--- src/rtl/reg_file_pkg.sv ---
// Shared definitions for the arbitrated register file.
//   rst_val()      : reset value of each storage entry (8-bit, caller resizes)
//   CH_CTRL/CH_HOST: channel identifiers (system controller / debug host)
//   WR/RD          : access-type encodings on ChX_Wr
package reg_file_pkg;

  localparam logic CH_CTRL = 1'b0;
  localparam logic CH_HOST = 1'b1;

  localparam logic WR = 1'b1;
  localparam logic RD = 1'b0;

  // Entries 2 and 3 hold the power-on datapath configuration.
  function automatic logic [7:0] rst_val(input int idx);
    case (idx)
      2:       return 8'h21;
      3:       return 8'h20;
      default: return 8'h00;
    endcase
  endfunction

endpackage

--- src/rtl/rr_arb2.sv ---
// Two-request round-robin arbiter.
//   clk, rst : clock, synchronous active-high reset
//   req[1:0] : request per channel
//   gnt[1:0] : one-hot grant, combinational from req and the pointer
// The pointer names the channel favoured on the next contested cycle and
// only moves when both channels request, so an uncontested stream does not
// disturb fairness.
module rr_arb2 (
  input  logic       clk,
  input  logic       rst,
  input  logic [1:0] req,
  output logic [1:0] gnt
);

  logic prio;

  always_comb begin
    gnt = req;
    if (req == 2'b11) begin
      gnt       = 2'b00;
      gnt[prio] = 1'b1;
    end
  end

  always_ff @(posedge clk) begin
    if (rst)
      prio <= 1'b0;
    else if (req == 2'b11)
      prio <= ~prio;
  end

endmodule

--- src/rtl/reg_file_arb.sv ---
// Register file shared by two requesters through a round-robin arbiter.
//   CLK, RST            : clock, synchronous active-high reset
//   ChN_Req/Wr/Addr/WrData : request, type (1=write), address, write data
//   ChN_Gnt             : request accepted this cycle (combinational)
//   RdData/RdData_VLD/RdChan/Err : registered read response, 1-cycle latency;
//                         Err also pulses (VLD=0) for out-of-range writes
//   CFG_REGS            : entries 0..NUM_CFG-1 straight from storage
// Build option REG_PARITY_EN adds a per-entry even-parity bit, the output
// RdPar_Err (pulsed with RdData_VLD) and the parity-corruption input Par_Inj.
module reg_file_arb
  import reg_file_pkg::*;
#(
  parameter int WIDTH   = 8,
  parameter int DEPTH   = 16,
  parameter int ADDR    = 4,
  parameter int NUM_CFG = 4
) (
  input  logic                     CLK,
  input  logic                     RST,
  input  logic                     Ch0_Req,
  input  logic                     Ch0_Wr,
  input  logic [ADDR-1:0]          Ch0_Addr,
  input  logic [WIDTH-1:0]         Ch0_WrData,
  output logic                     Ch0_Gnt,
  input  logic                     Ch1_Req,
  input  logic                     Ch1_Wr,
  input  logic [ADDR-1:0]          Ch1_Addr,
  input  logic [WIDTH-1:0]         Ch1_WrData,
  output logic                     Ch1_Gnt,
  output logic [WIDTH-1:0]         RdData,
  output logic                     RdData_VLD,
  output logic                     RdChan,
  output logic                     Err,
`ifdef REG_PARITY_EN
  input  logic                     Par_Inj,
  output logic                     RdPar_Err,
`endif
  output logic [NUM_CFG*WIDTH-1:0] CFG_REGS
);

  logic [WIDTH-1:0] mem [DEPTH];
`ifdef REG_PARITY_EN
  logic             par [DEPTH];
  logic             par_err_p1;
`endif

  logic [1:0]       req;
  logic [1:0]       gnt;
  logic             granted;
  logic             sel;
  logic             acc_wr;
  logic [ADDR-1:0]  acc_addr;
  logic [WIDTH-1:0] acc_data;
  logic             in_range;

  logic [WIDTH-1:0] rd_data_p1;
  logic             vld_p1;
  logic             chan_p1;
  logic             err_p1;

  // No grant may be issued while reset is held.
  assign req = {Ch1_Req & ~RST, Ch0_Req & ~RST};

  rr_arb2 u_arb (
    .clk (CLK),
    .rst (RST),
    .req (req),
    .gnt (gnt)
  );

  assign Ch0_Gnt = gnt[0];
  assign Ch1_Gnt = gnt[1];

  // Stage p0: select the granted channel's access
  assign granted  = |gnt;
  assign sel      = gnt[1];
  assign acc_wr   = sel ? Ch1_Wr     : Ch0_Wr;
  assign acc_addr = sel ? Ch1_Addr   : Ch0_Addr;
  assign acc_data = sel ? Ch1_WrData : Ch0_WrData;
  assign in_range = {1'b0, acc_addr} < (ADDR+1)'(DEPTH);

  always_ff @(posedge CLK) begin
    if (RST) begin
      for (int i = 0; i < DEPTH; i++) begin
        mem[i[ADDR-1:0]] <= WIDTH'(rst_val(i));
`ifdef REG_PARITY_EN
        par[i[ADDR-1:0]] <= ^(WIDTH'(rst_val(i)));
`endif
      end
      rd_data_p1 <= '0;
      vld_p1     <= 1'b0;
      chan_p1    <= CH_CTRL;
      err_p1     <= 1'b0;
`ifdef REG_PARITY_EN
      par_err_p1 <= 1'b0;
`endif
    end else begin
      vld_p1 <= 1'b0;
      err_p1 <= 1'b0;
`ifdef REG_PARITY_EN
      par_err_p1 <= 1'b0;
`endif
      if (granted) begin
        if (acc_wr == WR) begin
          if (in_range) begin
            mem[acc_addr] <= acc_data;
`ifdef REG_PARITY_EN
            par[acc_addr] <= (^acc_data) ^ Par_Inj;
`endif
          end else begin
            err_p1 <= 1'b1;
          end
        end else begin
          vld_p1     <= 1'b1;
          chan_p1    <= sel;
          err_p1     <= ~in_range;
          rd_data_p1 <= in_range ? mem[acc_addr] : '0;
`ifdef REG_PARITY_EN
          par_err_p1 <= in_range & ((^mem[acc_addr]) ^ par[acc_addr]);
`endif
        end
      end
    end
  end

  // Stage p1: registered response
  assign RdData     = rd_data_p1;
  assign RdData_VLD = vld_p1;
  assign RdChan     = chan_p1;
  assign Err        = err_p1;
`ifdef REG_PARITY_EN
  assign RdPar_Err  = par_err_p1;
`endif

  for (genvar g = 0; g < NUM_CFG; g++) begin : g_cfg
    assign CFG_REGS[g*WIDTH +: WIDTH] = mem[g];
  end

endmodule

--- config.mk ---
export PLATFORM = sky130hd
export DESIGN_NAME = reg_file_arb
export DESIGN_NICKNAME = d
export VERILOG_FILES = /design/src/rtl/reg_file_pkg.sv /design/src/rtl/rr_arb2.sv /design/src/rtl/reg_file_arb.sv
export SDC_FILE = /design/constraint.sdc
export NUM_CORES = 1
export LEC_CHECK = 0
export BUFFER_PORTS_ARGS = -buffer_cell sky130_fd_sc_hd__buf_2
export CAP_MARGIN = 20
export CORE_MARGIN = 2
export CORE_UTILIZATION = 40
export CTS_BUF_LIST = sky130_fd_sc_hd__clkbuf_4
export DETAILED_ROUTE_END_ITERATION = 16
export PLACE_DENSITY_LB_ADDON = 0.08
export SYNTH_ARGS = -nofsm -noshare
export SYNTH_HDL_FRONTEND = slang
export SYNTH_HIERARCHICAL = 1
export SYNTH_SLANG_ARGS = --single-unit
export TNS_END_PERCENT = 5
--- constraint.sdc ---
create_clock -name CLK -period 6.2 [get_ports CLK]
set_input_delay 1.55 -clock CLK [delete_from_list [all_inputs] [get_ports CLK]]
set_output_delay 1.55 -clock CLK [all_outputs]
set_load 0.01 [all_outputs]
# Word-level counts from Yosys, hierarchy flattened
# Memories as Yosys holds them, arrays and structs flattened. A register that Yosys moved wholly into a read port is not among the register bits.
# Cells that the tools add are included.
[op_classes] muxes=19 eq_ne=1 n_bitwise=6 n_reduce_logical=5 magnitude_cmp=2
[op_table] op="8-bit two-way mux" count=5
[op_table] op="1-bit two-way mux" count=10
[op_table] op="4-bit two-way mux" count=2
[op_table] op="8-bit OR reduction" count=1
[op_table] op="1-bit inverter" count=4
[op_table] op="2-bit OR reduction" count=2
[op_table] op="1-bit bitwise AND" count=2
[op_table] op="2-bit equality test, second input constant" count=1
[op_table] op="1-bit by 2-bit less-than comparator with 1-bit output, second input constant" count=1
[op_table] op="2-bit two-way mux" count=1
[op_table] op="2-bit AND reduction" count=1
[op_table] op="1-bit demux with 1-bit select" count=1
[op_table] op="1-bit >= comparator, second input constant" count=1
[op_table] op="1-bit logical AND" count=1
[totals] n_memories=1 elab_cells=37 regBits=3 ram_bits=128 out_inout_bits=45 inputBits=30
[mem_list] name="mem" words=16 width=8 read_ports=5 rd_clocked_by_memory_dff=1 wr=16 line="reg_file_arb.sv:41" rtl="logic [WIDTH-1:0] mem [DEPTH];"

# Logic depth before layout (Yosys ltp)
[depth] depth_word=12 mapped_depth=12 depth_no_buf=7

# Modules after synthesis
# The synthesis kept the hierarchy.
[modules_own_cells] mod="reg_file_arb" cells_per_inst=547 seq_area_each_um2=4043.9 instances=1 area_per_inst_um2=6274.8
[modules_own_cells] mod="rr_arb2" cells_per_inst=7 seq_area_each_um2=20.0 instances=1 area_per_inst_um2=65.1

# Worst setup path after synthesis
# Ideal clock, no wire load.
[synth_timing] path_type="input-to-reg" start="input port RST" end="memory mem[11][0], enable pin" setup_slack_ps=1717 arrival_ps=4181 setup_ps=302 stages=11 required_ps=5898 cell_sequence="clkbuf_1 > clkbuf_1 > nor2b_1 > a21boi_0 > buf_6 > and3b_1 > buf_6 > or2_2 > clkbuf_1 > nand2_1 > nand2b_1"
[synth_lines] item="from (decl)" line="reg_file_arb.sv:19" rtl="input logic RST,"
[synth_lines] item="to (decl)" line="reg_file_arb.sv:41"

==> impl_metrics.yaml <==
run_status:
  status: "complete, no violations"
power:
  clkPwrFrac: 0.326
  p_switching_w: 0.000511
  pwr-share-seq: 0.569
  switching_share: 0.274
  p_leak_nw: 2.73
  p_int_w: 0.00135
  combPwrFrac: 0.105
  power.density_mw_per_mm2: 257
  max-vdd-ir-drop_mv: 0.159
synthesis:
  ys_types: 40
  ys_async_sr_fraction: 0
  syn_area_mm2: 0.00634
  ys_seq_elements: 139
  ys_seq_area_frac: 0.641
  synth_top_area_share: 0.606
  synth_area_leader_cell: "edfxtp_1"
  synth_nets: 584
  ys_warn_count: 6
  syn_avg_cell_area_um2: 11.4
  synth_edf_count: 128
  ys.flop_type: "edfxtp_1"
  netlist_instances: 554
  ys_top_cells_by_area: "edfxtp_1, nor2_1, o21ai_0"
timing:
  slew-limit-headroom: 0.393
  rsz0062_at_grt: "no"
  fin_tns_setup_ns: 0
  setup_ws_ns: 1.64
  min_period_over_period: 0.736
  hold_viol_final: 0
  fin_worst_skew_ns: 0.0199
  tightest_slew_ns: 0.892
  hold_slack_ns: 0.523
  finalCriticalPeriod_ns: 4.57
  max_freq_ghz: 0.219
  drv_slew: 0
  setup_viol: 0
drt:
  drtIter0Drc: 497
  post_drt_wl_per_cell_um: 22.1
  wl_um: 18800
  drtAntennaViolNets: 0
  viasPerCell: 5.55
  drc_errors: 0
  drtPass1Iterations: 7
  via_count: 4723
placed_design:
  dp_slack_ns: 0.985
  place_congestion: 0.851
  io_buffers: 73
  dp_hpwl_um: 12900
  place_inst: 818
clock_tree:
  cts_tree: "done"
  numCtsBuffers: 17
  clkSinkCount: 139
  clockBufferDepth: 2
  root_buffer: "clkbuf_4"
  hold_buffers: 0
  clk_pin_slew_ns: 0.13
  clkLatencyLatePin_ns: 0.55
  h-tree-depth: 4
  cts_setup_buffers: 0
  cts_resized: 0
final_layout:
  area_growth_pct: 14.4
  fin_nets: 651
  fin_util: 0.462
  drive_above_1_share: 0.211
  fin_cells: 851
  fillerInstances: 1492
flow_run:
  maxCapViolations: 0
critical_path:
  worst-setup-path-type: "input pin to flop"
  crit_path_end_kind: "flop"
  required_ns: 6.42
  cp_data_arrival_time_ns: 4.78
  crit_path_max_fanout: 30
  cp-start-kind: "input pin"
floorplanning:
  start_util: 0.403
  dieArea_mm2: 0.0169
  fp.dieW_um: 130
  rows: 46
  ios: 75
  die_y_um: 130
  core_mm2: 0.0157
grt:
  grt_overflow: 0
  grt_pass1_wl_um: 27600
  grt_util_all_layers: 0.231
  antenna_found_initial: 1
  grt_pass1_vias: 4564
  grt_max_degree: 31
min_path:
  hold_path.class: "flop to flop"
==> path summary, 6_finish.rpt <==
check	depth (start not counted)	start	endpoint	slack, ns
setup / recovery	7	RST	mem[13][7]$_SDFFCE_PN0P_	1.64
hold / removal	2	RdData[2]$_SDFFE_PP0P_	RdData[2]$_SDFFE_PP0P_	0.52
setup reg to reg	6	u_arb/prio$_SDFFE_PP0N_	mem[13][7]$_SDFFCE_PN0P_	2.98
hold reg to reg	2	RdData[2]$_SDFFE_PP0P_	RdData[2]$_SDFFE_PP0P_	0.52
==> critical path, cell delays in order <==
cell and delay [ns]:
buf_2 0.50, nor2b_1 0.24, a21boi_4 0.45, and3b_1 0.53
or2_1 0.71, nand2_1 0.37, nand2b_1 0.41
==> power groups by stage <==
stage	Clock [W]	Combinational, W	Sequential, W
2_1_floorplan	0	0.000103	0.00108
6_report	0.000608	0.000195	0.00106
3_5_place_dp	0	0.000194	0.00108
5_1_grt	0.000655	0.000209	0.00106
3_3_place_gp	0	0.000192	0.00108
4_1_cts	0.000616	0.000194	0.00106
==> cell usage in the layout (no fill, tap or decap), types with 5 or more instances in the layout <==
| cell | count |
|---|---|
| buf_2 | 73 |
| a41oi_1 | 8 |
| o21ai_0 | 64 |
| buf_4 | 16 |
| nand2_1 | 19 |
| a21o_1 | 9 |
| o21a_1 | 24 |
| clkbuf_4 | 17 |
| nor2_1 | 131 |
| nand2b_1 | 16 |
| edfxtp_1 | 128 |
| dfxtp_1 | 11 |
| inv_1 | 6 |
| a31oi_1 | 8 |
| a2111o_1 | 8 |
| nand4_1 | 8 |
| inv_6 | 6 |
| o21bai_1 | 8 |
| nor2b_1 | 5 |
| a22oi_1 | 17 |
| a221oi_1 | 8 |
==> routing by layer <==
| layer | track usage | routed length [um] | up-vias | share of wire |
|---|---|---|---|---|
| li1 | - | - | 2183 | - |
| met1 | 0.316 | 8170 | 2300 | 0.44 |
| met2 | 0.353 | 8680 | 213 | 0.46 |
| met3 | 0.0718 | 1470 | 27 | 0.078 |
| met4 | 0.0746 | 452 | 0 | 0.024 |
| met5 | 0 | 0 | - | 0 |
==> cell families after synthesis <==
kind of cell	after synthesis	share of synthesized area
simple gates	196	0.136
flops	139	0.641
compound gates	163	0.175
other cells	1	0.000591
buf+inv	47	0.0339
mux	8	0.0126
==> registers in the layout (all words and copies together), names as in the netlist <==
signal / cells
RdData_VLD: 1
u_arb/prio: 1
RdChan: 1
mem: 128
RdData: 8
==> layout make-up <==
class	count	area (um2)	area share
tap	216	270	0.0372
clock inverter	15	160	0.0221
timing repair buffer	89	485	0.0669
multi-input combinational	368	2120	0.293
clock buffer	17	128	0.0176
inverter	6	22.5	0.00310
sequential	139	4060	0.560
antenna	1	2.50	0.000345
==> synth_stat cells, types with 4 or more instances <==
cell type,instances
a41oi_1,8
a31oi_1,8
a22oi_1,17
o21a_1,24
buf_2,4
inv_1,6
nand2_1,19
nor2b_1,5
edfxtp_1,128
nor2_1,131
mux2i_1,8
o21bai_1,8
nand4_1,8
o21ai_0,64
dfxtp_1,11
nand2b_1,16
clkbuf_1,31
a21o_1,9
a2111o_1,8
a221oi_1,8
==> per-stage QoR <==
step	total power, W	instance area, um2
2_1_floorplan	0.00119	6340
3_3_place_gp	0.00127	6970
3_5_place_dp	0.00128	6970
4_1_cts	0.00187	7250
5_1_grt	0.00193	7260
6_report	0.00186	7260
(Power assumes the default switching activity.)
